File: src/rtl/id_ex_pipe_reg.sv
// ID/EX pipeline register with a one-deep skid entry.
// in_ready is registered, so out_ready never reaches in_ready combinationally.
module id_ex_pipe_reg #(
    parameter int XLEN     = 32,
    parameter int RD_W     = 5,
    parameter int CTRL_W   = 8,
    parameter int RD0_KILL = 1
) (
    input  logic              clk,
    input  logic              reset_n,
    input  logic              flush,
    input  logic              in_valid,
    output logic              in_ready,
    input  logic [XLEN-1:0]   in_rs1,
    input  logic [XLEN-1:0]   in_rs2,
    input  logic [XLEN-1:0]   in_imm,
    input  logic [XLEN-1:0]   in_pc,
    input  logic [RD_W-1:0]   in_rd,
    input  logic [CTRL_W-1:0] in_ctrl,
    output logic              out_valid,
    input  logic              out_ready,
    output logic [XLEN-1:0]   out_rs1,
    output logic [XLEN-1:0]   out_rs2,
    output logic [XLEN-1:0]   out_imm,
    output logic [XLEN-1:0]   out_pc,
    output logic [RD_W-1:0]   out_rd,
    output logic [CTRL_W-1:0] out_ctrl,
    output logic [1:0]        occupancy
);

    localparam logic [1:0] EMPTY = 2'd0;
    localparam logic [1:0] ONE   = 2'd1;
    localparam logic [1:0] FULL  = 2'd2;

    localparam int ENTRY_W = 4 * XLEN + RD_W + CTRL_W;

    logic [1:0]         state_q, state_d;
    logic               in_ready_q, in_ready_d;
    logic [ENTRY_W-1:0] main_q, main_d;
    logic [ENTRY_W-1:0] skid_q, skid_d;
    logic [ENTRY_W-1:0] in_entry;
    logic [CTRL_W-1:0]  ctrl_cap;
    logic               accept;
    logic               consume;

    // Writes to r0 are architecturally dead, so drop rwe before it reaches EX.
    always_comb begin
        ctrl_cap = in_ctrl;
        if ((RD0_KILL != 0) && (in_rd == '0)) begin
            ctrl_cap[0] = 1'b0;
        end
    end

    assign in_entry = {in_pc, in_rs1, in_rs2, in_imm, in_rd, ctrl_cap};
    assign accept   = in_valid && in_ready_q;
    assign consume  = out_valid && out_ready;

    always_comb begin
        // NOTE: every always_comb output gets a default first so no path infers a latch.
        state_d = state_q;
        main_d  = main_q;
        skid_d  = skid_q;
        if (flush) begin
            state_d = EMPTY;
        end else begin
            case (state_q)
                EMPTY: begin
                    if (accept) begin
                        main_d  = in_entry;
                        state_d = ONE;
                    end
                end
                ONE: begin
                    if (accept && !consume) begin
                        skid_d  = in_entry;
                        state_d = FULL;
                    end else if (consume && !accept) begin
                        state_d = EMPTY;
                    end else if (consume && accept) begin
                        main_d  = in_entry;
                    end
                end
                FULL: begin
                    if (consume) begin
                        main_d  = skid_q;
                        state_d = ONE;
                    end
                end
                default: state_d = EMPTY;
            endcase
        end
        in_ready_d = (state_d != FULL);
    end

    // NOTE: payload entries are reset too, because outputs must read 0 while in reset.
    always_ff @(posedge clk or negedge reset_n) begin
        if (!reset_n) begin
            // NOTE: sequential state uses non-blocking assignments only.
            state_q    <= EMPTY;
            in_ready_q <= 1'b1;
            main_q     <= '0;
            skid_q     <= '0;
        end else begin
            state_q    <= state_d;
            in_ready_q <= in_ready_d;
            main_q     <= main_d;
            skid_q     <= skid_d;
        end
    end

    assign in_ready  = in_ready_q;
    assign out_valid = (state_q != EMPTY);
    assign occupancy = state_q;
    assign {out_pc, out_rs1, out_rs2, out_imm, out_rd, out_ctrl} = main_q;

endmodule

File: config.mk
export PLATFORM = sky130hd
export DESIGN_NAME = id_ex_pipe_reg
export DESIGN_NICKNAME = d
export VERILOG_FILES = /design/src/rtl/id_ex_pipe_reg.sv
export SDC_FILE = /design/constraint.sdc
export NUM_CORES = 1
export LEC_CHECK = 0
export CAP_MARGIN = 20
export CORE_MARGIN = 2
export CORE_UTILIZATION = 29
export DETAILED_ROUTE_END_ITERATION = 8
export DONT_BUFFER_PORTS = 1
export HOLD_SLACK_MARGIN = 0.08
export PLACE_DENSITY_LB_ADDON = 0.15
export SYNTH_ARGS = -nofsm -noshare
export SYNTH_HDL_FRONTEND = slang
export SYNTH_SLANG_ARGS = --single-unit
File: constraint.sdc
create_clock -name clk -period 2.21 [get_ports clk]
set_input_delay 0.221 -clock clk [delete_from_list [all_inputs] [get_ports clk]]
set_output_delay 0.221 -clock clk [all_outputs]
set_load 0.1 [all_outputs]
==> out/summary.txt <==
Run status = complete, but fails checks
Failing checks = hold timing
Io pins = 291
WL final = 32920 um
Max Fclk = 0.4884 GHz
Maxcap violations = 0
Post-DRT Antenna Nets = 0
Vias per cell = 4.538
Tot GR Track Use = 15.34%
Reg clk slew, reported paths = 0.05 ns
Xor/xnor share of the synthesized area = 0%
Post-synth EDFFs = 0
Yosys top cell by area = dfrtp_1
Crit. End Element = flip-flop
Wire per inst = 17.25 um
Largest net degree at the start of global routing = 286
Dpl ws = 0.1596 ns
TritonCTS buffer count = 36
Most used DFF post-synth = dfrtp_1
Hold WS = -0.6020 ns
Yosys reg bits = 285
Die W = 207.7 um
Grt ovf = 0
Layout cell share with drive strength beyond 1 = 25.75%
CP Data Required Time = 2.61 ns
Worst Skew = 0.009096 ns
Clock Sinks = 285
DR iter-0 viols = 496
Core Region = 40920 um2
RSZ-0062 raised after global routing = no
DP Wirelength = 19470 um
Full die area = 43150 um2
DR pass1 iterations = 7
Critical Path Fanout Max = 89
Post-synthesis cell area = 12040 um2
Hold Path Class = in -> async
Post-synth cell types = 26
Cells resized by post-CTS repair = 0
Leakage power = 7.395 nW
H-tree Lvls = 2
Worst slew pin tran = 1.078 ns
Fin. Hold Viols = 285
CTS root buffer = clkbuf_16
Worst setup SP type = flip-flop
Final min period = 2.047 ns
Maximum VDD drop = 658.0 uV
Yosys Warn Count = 0
Setup WS post-layout = 0.1626 ns
Synth Area in Compound Gates = 7.652%
CTS Buffer Depth = 3
Postcts setup bufs = 0
Initial antenna violation count = 3
CTS tree = yes
Setup TNS = 0 ns
Syn Area/Cell = 11.06 um2
Num rows = 74
Largest family of logic cells by synthesized area = multiplexers
Crit Path Class = reg -> reg
WP data arrival = 2.45 ns
Crit share post-route = 92.64%
GR Util met3 = 5.023%
Synth async-reset ratio = 100.0%
Drt drc = 0
Max-slew violation count = 0
Area delta synth->final = 34.81%
Skew-Pair Late Insertion Delay = 0.53 ns
Post-Syn Nets = 1234
Adder-cell share of the synthesized area = 0%
Met2 Usage GRT = 23.98%
Die extent in y = 207.7 um
PortBufs = 0
Simple-gate portion of the synthesized area = 13.95%
Gr busiest metal = met2
Multiplexer area fraction after synthesis = 15.53%
Initial Utilization = 29.41%
Vias in the first global route = 8993
Slew HR = 28.12%
Via count = 8658
Setup violators final = 0
Power per Cell Area = 1218 nW/um2
Met1 global-route usage = 19.72%
First-pass GRT wire length = 52720 um
Synth area leaders = dfrtp_1, mux2_4, nand2_1
Cells after synthesis = 1088
Hold_buf cts = 145
Sequential area share after synthesis = 59.27%
Nets@finish = 1499
GPL Wtd Cong = 0.7619
Synth top area share = 59.05%
flip-flops by register name (all words and copies together) (netlist names):
register	cells
in_ready	1
skid_q	141
main_q	141
occupancy	2
Yosys cell counts (2+ instances only):
library cell	n
a31oi_1	143
buf_1	2
nand4b_1	2
nand3b_1	2
buf_8	7
mux2_2	62
dfrtp_1	284
mux2_4	78
buf_2	24
nand2_1	283
clkbuf_1	44
nand2b_1	2
nor2_1	141
o21ai_0	2
report_power, final:
group / total (W) / switching [W] / internal [W]
Combinational: 0.00727 / 0.00521 / 0.00206
Clock: 0.00541 / 0.00220 / 0.00321
Sequential: 0.00708 / 0.000544 / 0.00653
cell families (layout without fill, tap and decap cells):
| group | Yosys count | count (layout) |
|---|---|---|
| multiplexers | 140 | 140 |
| AO/OA/AOI/OAI | 147 | 147 |
| flip-flops | 285 | 285 |
| other | 0 | 1 |
| AND/OR/NAND/NOR | 436 | 436 |
| buffers and inverters | 80 | 367 |
path summary, 6_finish.rpt:
| kind | to | from | slack [ns] | cells after the start |
|---|---|---|---|---|
| setup reg to reg | skid_q[75] | in_ready | 0.16 | 4 |
| min in group clk | skid_q[0] | in_rd[0] | 0.13 | 3 |
| hold reg to reg | skid_q[0] | skid_q[0] | 0.49 | 2 |
| setup / recovery | skid_q[75] | in_ready | 0.16 | 4 |
| max in group asynchronous | main_q[120] | reset_n | 1.93 | 0 |
| hold / removal | main_q[13] | reset_n | -0.60 | 0 |
through the flow:
stage / cells / hold slack, ns / utilization (%) / instance area, um2 / total power (W)
final: 1908 / -0.6020 / 39.64 / 16220 / 0.01976
after global routing: 1908 / -0.6401 / 39.64 / 16220 / 0.02067
after CTS: 1907 / -0.6471 / 39.64 / 16220 / 0.02005
after detailed placement: 1702 / -0.06290 / 33.50 / 13710 / 0.01421
after global placement: 1702 / -0.06385 / 33.50 / 13710 / 0.01413
after floorplan: 1088 / -0.07459 / - / 12040 / 0.01276
metal layers:
layer	vias to the layer above	share of wire, %	routed length [um]
li1	4207	-	-
met1	4191	44	14510
met2	207	46	15100
met3	49	7.2	2378
met4	4	2.8	906
met5	-	0.073	24
layout make-up:
cell class                      instances  area [um2]
Fill cell                            4024       24700
Sequential cell                       285        7139
Multi-Input combinational cell        723        4504
Timing Repair Buffer                  306        2848
Clock buffer                           56        1037
Tap cell                              532       665.6
Clock inverter                          4       23.77
Inverter                                1       3.754
Antenna cell                            1       2.502
cells in the final DEF, fill, tap and decap left out, drive strengths merged:
| cell type | count |
|---|---|
| clkbuf | 56 |
| nand3b | 2 |
| nand3 | 1 |
| inv | 2 |
| a21o | 1 |
| diode | 1 |
| nand4b | 2 |
| or2 | 1 |
| dlygate4sd3 | 145 |
| nor2b | 1 |
| a211o | 1 |
| nor2 | 141 |
| dfrtp | 284 |
| o21ai | 2 |
| or4 | 1 |
| dfstp | 1 |
| mux2 | 140 |
| nand4bb | 1 |
| buf | 161 |
| clkinv | 3 |
| nand2b | 2 |
| or3 | 1 |
| a31oi | 143 |
| nand2 | 283 |
critical path, stage by stage (launching register included):
cell and delay, ns:
dfstp_4 0.62, nand4b_1 0.11, or3_4 0.38, buf_12 0.28, mux2_4 0.40
Note: power is estimated with default switching activity, not from simulation.
